### src/rtl/led_rx_pkg.sv
// Shared constants for the UART receive / 7-segment display block:
// baud divider lookup, hex segment table, special glyphs, receiver states.
`timescale 1ns/1ps
package led_rx_pkg;

  localparam int unsigned SEG_W = 7;

  // Active-low {g,f,e,d,c,b,a}
  localparam logic [SEG_W-1:0] SEG_BLANK = 7'b1111111;
  localparam logic [SEG_W-1:0] SEG_P     = 7'b0001100;
  localparam logic [SEG_W-1:0] SEG_E     = 7'b0000110;
  localparam logic [SEG_W-1:0] SEG_F     = 7'b0001110;

  typedef enum logic [2:0] {
    RX_IDLE   = 3'd0,
    RX_START  = 3'd1,
    RX_DATA   = 3'd2,
    RX_PARITY = 3'd3,
    RX_STOP   = 3'd4
  } rx_state_t;

  // Clock cycles per 16x sample tick; never returns 0.
  function automatic int unsigned baud_div(input int unsigned clk_hz, input logic [2:0] sel);
    int unsigned baud;
    int unsigned div;
    case (sel)
      3'd0:    baud = 32'd300;
      3'd1:    baud = 32'd1200;
      3'd2:    baud = 32'd4800;
      3'd3:    baud = 32'd9600;
      3'd4:    baud = 32'd19200;
      3'd5:    baud = 32'd38400;
      3'd6:    baud = 32'd57600;
      default: baud = 32'd115200;
    endcase
    div = clk_hz / (32'd16 * baud);
    return (div == 32'd0) ? 32'd1 : div;
  endfunction

  function automatic logic [SEG_W-1:0] hex_seg(input logic [3:0] nib);
    case (nib)
      4'h0:    return 7'b1000000;
      4'h1:    return 7'b1111001;
      4'h2:    return 7'b0100100;
      4'h3:    return 7'b0110000;
      4'h4:    return 7'b0011001;
      4'h5:    return 7'b0010010;
      4'h6:    return 7'b0000010;
      4'h7:    return 7'b1111000;
      4'h8:    return 7'b0000000;
      4'h9:    return 7'b0010000;
      4'hA:    return 7'b0001000;
      4'hB:    return 7'b0000011;
      4'hC:    return 7'b1000110;
      4'hD:    return 7'b0100001;
      4'hE:    return 7'b0000110;
      default: return 7'b0001110;
    endcase
  endfunction

endpackage

### src/rtl/led_rx_display_uart_rx_core.sv
// UART receiver core: RxD synchronizer, 16x sample tick, 8E1 frame FSM.
// Emits a one-cycle done strobe with perr/ferr qualifying the captured byte.
`timescale 1ns/1ps
module uart_rx_core
  import led_rx_pkg::*;
#(
  parameter int unsigned CLK_FREQ_HZ = 50000000
) (
  input  logic       clk,
  input  logic       reset,
  input  logic [2:0] baud_select,
  input  logic       rx_en,
  input  logic       rxd,
  output logic [7:0] data,
  output logic       done,
  output logic       perr,
  output logic       ferr
);

  logic        rxd_meta;
  logic        rxd_s;
  logic [2:0]  sel_q;
  logic [31:0] div_cnt;
  logic [31:0] div_lim;
  logic        tick;
  rx_state_t   state;
  logic [3:0]  tick_cnt;
  logic [2:0]  bit_cnt;
  logic [7:0]  shift;
  logic        perr_q;

  always_comb div_lim = baud_div(CLK_FREQ_HZ, sel_q) - 32'd1;

  always_ff @(posedge clk or negedge reset) begin
    if (!reset) begin
      rxd_meta <= 1'b1;
      rxd_s    <= 1'b1;
    end else begin
      rxd_meta <= rxd;
      rxd_s    <= rxd_meta;
    end
  end

  // Sample tick generator; restarts whenever the baud selection moves.
  always_ff @(posedge clk or negedge reset) begin
    if (!reset) begin
      sel_q   <= 3'd0;
      div_cnt <= 32'd0;
      tick    <= 1'b0;
    end else if (baud_select != sel_q) begin
      sel_q   <= baud_select;
      div_cnt <= 32'd0;
      tick    <= 1'b0;
    end else if (div_cnt >= div_lim) begin
      div_cnt <= 32'd0;
      tick    <= 1'b1;
    end else begin
      div_cnt <= div_cnt + 32'd1;
      tick    <= 1'b0;
    end
  end

  always_ff @(posedge clk or negedge reset) begin
    if (!reset) begin
      state    <= RX_IDLE;
      tick_cnt <= 4'd0;
      bit_cnt  <= 3'd0;
      shift    <= 8'd0;
      perr_q   <= 1'b0;
      done     <= 1'b0;
      perr     <= 1'b0;
      ferr     <= 1'b0;
    end else begin
      done <= 1'b0;
      perr <= 1'b0;
      ferr <= 1'b0;
      if (!rx_en) begin
        state    <= RX_IDLE;
        tick_cnt <= 4'd0;
      end else begin
        case (state)
          RX_IDLE: begin
            if (!rxd_s) begin
              state    <= RX_START;
              tick_cnt <= 4'd0;
            end
          end
          RX_START: begin
            if (tick) begin
              if (tick_cnt == 4'd7) begin
                tick_cnt <= 4'd0;
                bit_cnt  <= 3'd0;
                state    <= rxd_s ? RX_IDLE : RX_DATA;
              end else begin
                tick_cnt <= tick_cnt + 4'd1;
              end
            end
          end
          RX_DATA: begin
            if (tick) begin
              if (tick_cnt == 4'd15) begin
                tick_cnt <= 4'd0;
                shift    <= {rxd_s, shift[7:1]};
                if (bit_cnt == 3'd7) state <= RX_PARITY;
                else bit_cnt <= bit_cnt + 3'd1;
              end else begin
                tick_cnt <= tick_cnt + 4'd1;
              end
            end
          end
          RX_PARITY: begin
            if (tick) begin
              if (tick_cnt == 4'd15) begin
                tick_cnt <= 4'd0;
                perr_q   <= (^shift) ^ rxd_s;
                state    <= RX_STOP;
              end else begin
                tick_cnt <= tick_cnt + 4'd1;
              end
            end
          end
          RX_STOP: begin
            if (tick) begin
              if (tick_cnt == 4'd15) begin
                tick_cnt <= 4'd0;
                done     <= 1'b1;
                perr     <= perr_q;
                ferr     <= ~rxd_s;
                state    <= RX_IDLE;
              end else begin
                tick_cnt <= tick_cnt + 4'd1;
              end
            end
          end
          default: state <= RX_IDLE;
        endcase
      end
    end
  end

  assign data = shift;

endmodule

### src/rtl/led_rx_display.sv
// UART receiver driving a 4-digit common-anode display (byte as hex on AN1/AN0).
// Define RX_ERR_DISPLAY_EN to show "PE"/"FE" after parity/framing errors.
`timescale 1ns/1ps
module led_rx_display
  import led_rx_pkg::*;
#(
  parameter int unsigned CLK_FREQ_HZ    = 50000000,
  parameter int unsigned REFRESH_CYCLES = 1024
) (
  input  logic       clk,
  input  logic       reset,
  input  logic [2:0] baud_select,
  input  logic       Rx_EN,
  input  logic       RxD,
  output logic       AN0,
  output logic       AN1,
  output logic       AN2,
  output logic       AN3,
  output logic       a,
  output logic       b,
  output logic       c,
  output logic       d,
  output logic       e,
  output logic       f,
  output logic       g,
  output logic       dp
);

  localparam int unsigned RW = (REFRESH_CYCLES > 1) ? $clog2(REFRESH_CYCLES) : 1;

  logic [7:0]       rx_data;
  logic             rx_done;
  logic             rx_perr;
  logic             rx_ferr;
  logic [SEG_W-1:0] seg_hi;
  logic [SEG_W-1:0] seg_lo;
  logic             full;
  logic [RW-1:0]    refresh_cnt;
  logic [1:0]       digit_idx;
  logic             started;
  logic [SEG_W-1:0] seg_next;
  logic [SEG_W-1:0] seg_q;
  logic [3:0]       an_q;

  uart_rx_core #(
    .CLK_FREQ_HZ (CLK_FREQ_HZ)
  ) u_rx (
    .clk         (clk),
    .reset       (reset),
    .baud_select (baud_select),
    .rx_en       (Rx_EN),
    .rxd         (RxD),
    .data        (rx_data),
    .done        (rx_done),
    .perr        (rx_perr),
    .ferr        (rx_ferr)
  );

  // Display register holds pre-decoded glyphs for the two active digits.
  always_ff @(posedge clk or negedge reset) begin
    if (!reset) begin
      seg_hi <= SEG_BLANK;
      seg_lo <= SEG_BLANK;
      full   <= 1'b0;
    end else if (rx_done) begin
      if (!rx_perr && !rx_ferr) begin
        seg_hi <= hex_seg(rx_data[7:4]);
        seg_lo <= hex_seg(rx_data[3:0]);
        full   <= 1'b1;
      end
`ifdef RX_ERR_DISPLAY_EN
      else begin
        seg_hi <= rx_ferr ? SEG_F : SEG_P;
        seg_lo <= SEG_E;
        full   <= 1'b1;
      end
`endif
    end
  end

  // Refresh timer; the first period only arms the scan so AN0 lights first.
  always_ff @(posedge clk or negedge reset) begin
    if (!reset) begin
      refresh_cnt <= '0;
      digit_idx   <= 2'd0;
      started     <= 1'b0;
    end else if (refresh_cnt == RW'(REFRESH_CYCLES - 1)) begin
      refresh_cnt <= '0;
      if (!started) started <= 1'b1;
      else digit_idx <= digit_idx + 2'd1;
    end else begin
      refresh_cnt <= refresh_cnt + RW'(1);
    end
  end

  always_comb begin
    seg_next = SEG_BLANK;
    if (full) begin
      case (digit_idx)
        2'd0:    seg_next = seg_lo;
        2'd1:    seg_next = seg_hi;
        default: seg_next = SEG_BLANK;
      endcase
    end
  end

  always_ff @(posedge clk or negedge reset) begin
    if (!reset) begin
      an_q  <= 4'hF;
      seg_q <= SEG_BLANK;
    end else begin
      an_q  <= started ? ~(4'b0001 << digit_idx) : 4'hF;
      seg_q <= seg_next;
    end
  end

  assign {AN3, AN2, AN1, AN0}   = an_q;
  assign {g, f, e, d, c, b, a}  = seg_q;
  assign dp                     = 1'b1;

endmodule

### config.mk
export PLATFORM = sky130hd
export DESIGN_NAME = led_rx_display
export DESIGN_NICKNAME = d
export VERILOG_FILES = /design/src/rtl/led_rx_pkg.sv /design/src/rtl/led_rx_display_uart_rx_core.sv /design/src/rtl/led_rx_display.sv
export SDC_FILE = /design/constraint.sdc
export NUM_CORES = 1
export LEC_CHECK = 0
export BUFFER_PORTS_ARGS = -buffer_cell sky130_fd_sc_hd__buf_2
export CAP_MARGIN = 5
export CORE_ASPECT_RATIO = 2
export CORE_MARGIN = 1.5
export CORE_UTILIZATION = 40
export DETAILED_ROUTE_END_ITERATION = 6
export PLACE_DENSITY = 0.59
export SLEW_MARGIN = 5
export SYNTH_ARGS = -nofsm -noshare
export SYNTH_HDL_FRONTEND = slang
export SYNTH_SLANG_ARGS = --single-unit
### constraint.sdc
create_clock -name clk -period 65.2 [get_ports clk]
set_input_delay 3.26 -clock clk [delete_from_list [all_inputs] [get_ports clk]]
set_output_delay 3.26 -clock clk [all_outputs]
set_load 0.1 [all_outputs]
==> flow_metrics.tcl <==
set metrics [dict create \
    nets 2844 \
    wl_um 75400 \
    final_cell_mix "nand2_1, nor2_1, a21oi_1, ha_1, o21ai_0" \
    grt_max_degree 59 \
    fin_setup_tns_ps 0 \
    drv_slew 0 \
    route.detailed.drc 0 \
    grt_pass1_vias 20800 \
    start_util_pct 40.6 \
    rows 113 \
    drv_cap 0 \
    rsz0062_at_grt "no" \
    final_common_cell "nand2_1" \
    crit_path_end_kind "register" \
    critPathSlowestCell "nor2_2" \
    cts_buffers 9 \
    dieArea_um2 49600 \
    r2r_cells 257 \
    drive_gt1_share_pct 8.66 \
    synth_edf_count 0 \
    path_max_fanout 29 \
    cts_setup_buffers 0 \
    cts_root_buffer "clkbuf_16" \
    critPathMostFrequentCell "a21oi_1" \
    detail_route.wl_per_cell_um 23.2 \
    path_clk_slew_ps 80 \
    yosysSeqAreaShare_pct 13.0 \
    final_cells 3243 \
    place_hpwl_um 59700 \
    cts_tree "built" \
    vias 20400 \
    core_area_um2 47500 \
    hp-class "reg2reg" \
    clk_path_buf_depth 2 \
    dieHeight_um 313 \
    antenna_found_initial 1 \
    status "finished, final reports clean" \
    portBuffers 17 \
    path_class "reg2reg" \
    final_antenna_net_count 0 \
    clock.fmax_mhz 17.3 \
    yosysWarnings 0 \
    htree_levels 3 \
    synth.avg_cell_area_um2 7.31 \
    gr-usage-all-layers_pct 30.4 \
    cts_hold_buf 0 \
    synth-main-ff-cell "dfrtp_1" \
    dpl.cell_count 3227 \
    tightest_slew_ps 1130 \
    cp_slowest_stage_delay_ps 970 \
    die_x_um 158 \
    r2r_setup_slack_ps 7300 \
    grt_overflow 0 \
    gp_congestion 0.998 \
    ys_ff_latch 99 \
    drt-vias-per-instance 6.29 \
    io_pins 19 \
    grt_pass1_wl_um 115000 \
    synthesis.area_um2 19300 \
    drt_pass1_iterations 7 \
    area_growth_pct 5.61 \
    critPathRequiredTime_ps 65480 \
    num_antenna_cells 0 \
    clock_skew_ps 14.1 \
    start_kind "register" \
    setup_viol 0 \
    relSlewSlack_pct 23.9 \
    holdPathStages 0 \
    syn_inst 2636 \
    drt-initial-drc-count 1066 \
    final_util_pct 42.9 \
    crit_arrival_ps 58170 \
    hold_violations 0 \
    cts_sinks 99 \
    ys_types 119 \
    synth-async-reset-ratio_pct 100 \
    period_minus_slack_ps 57900 \
    finalCritPeriodShare_pct 88.8 \
    ctsResizeCount 0 \
    clkLatencyLatePin_ps 370 \
]
==> layer usage <==
layer	track usage [%]	vias to the layer above	share of wire [%]
li1	-	9642	-
met3	3.72	387	4.1
met4	27.3	2	11
met1	27.3	9649	32
met5	0	-	0.017
met2	57.5	718	53
==> worst paths after layout <==
check,start,to
hold reg to reg,u_rx.rxd_meta$_DFF_PN1_,u_rx.rxd_s$_DFF_PN1_
max in group asynchronous,reset,u_rx.data[0]$_DFFE_PN0P_
min in group asynchronous,reset,refresh_cnt[5]$_DFF_PN0_
hold / removal,u_rx.rxd_meta$_DFF_PN1_,u_rx.rxd_s$_DFF_PN1_
setup / recovery,u_rx.sel_q[1]$_DFFE_PN0N_,u_rx.div_cnt[11]$_DFF_PN0_
setup reg to reg,u_rx.sel_q[1]$_DFFE_PN0N_,u_rx.div_cnt[11]$_DFF_PN0_
==> synth_stat cells, drive strengths merged, types with 35 or more instances <==
cell    count  area (um2)
nand2     275        1030
nor2      264         991
a21oi     249        1280
ha        231        2890
o21ai     207        1050
xnor2     125        1100
inv        75         282
nand3      73         370
dfrtp      72        1800
xor2       67         587
clkbuf     66         248
nor3       66         340
a21o       64         482
buf        51         290
o21a       47         354
nand2b     44         275
mux2       43         492
nor2b      40         250
and3       35         219
mux2i      35         363
==> registers in the layout, indices dropped and copies added (netlist names), 2 cells and up <==
| signal | flops |
|---|---|
| u_rx.div_cnt | 32 |
| refresh_cnt | 10 |
| seg_q | 7 |
| u_rx.data | 8 |
| digit_idx | 2 |
| u_rx.state | 3 |
| u_rx.sel_q | 3 |
| an_q | 4 |
| u_rx.bit_cnt | 3 |
| u_rx.tick_cnt | 4 |
| seg_hi | 7 |
| seg_lo | 7 |
==> layout make-up <==
type / instances / area (um2)
well taps: 632 / 791
clock inverters: 7 / 91.3
repair buffers: 56 / 380
inverters: 77 / 290
fillers: 5006 / 27100
multi-input cells: 2363 / 16100
clock buffers: 9 / 225
flip-flops and latches: 99 / 2510
==> metrics by stage <==
step	setup WS, ps	cell area (um2)	hold slack, ps
floorplan	17410	19400	345
global placement	9400	20000	346
detailed placement	8130	20000	347
CTS	8020	20400	357
global route	2400	20400	365
finish	7300	20400	356
==> cells by family after synthesis <==
family / Yosys count / synth area share, %
and+or+nand+nor: 985 / 24.9
AOI/OAI and AO/OA: 852 / 29.3
adders and majority gates: 232 / 15.1
buffers and inverters: 194 / 4.30
xor gates and xnor gates: 192 / 8.76
DFF: 99 / 13.0
muxes: 80 / 4.67
other: 2 / 0.0390
==> worst max-delay path, delay by kind of cell, from the launching register on <==
| kind | cells | cell delay [ps] |
|---|---|---|
| AOI/OAI and AO/OA | 127 | 25880 |
| xor gates and xnor gates | 3 | 670 |
| adders and majority gates | 24 | 7790 |
| buffers and inverters | 12 | 3170 |
| DFF | 1 | 660 |
| muxes | 4 | 1900 |
| and+or+nand+nor | 87 | 17630 |
Power is left out: the tool's default activity adds up to more than one toggle a clock period on the data nets, which glitch-free logic cannot reach.
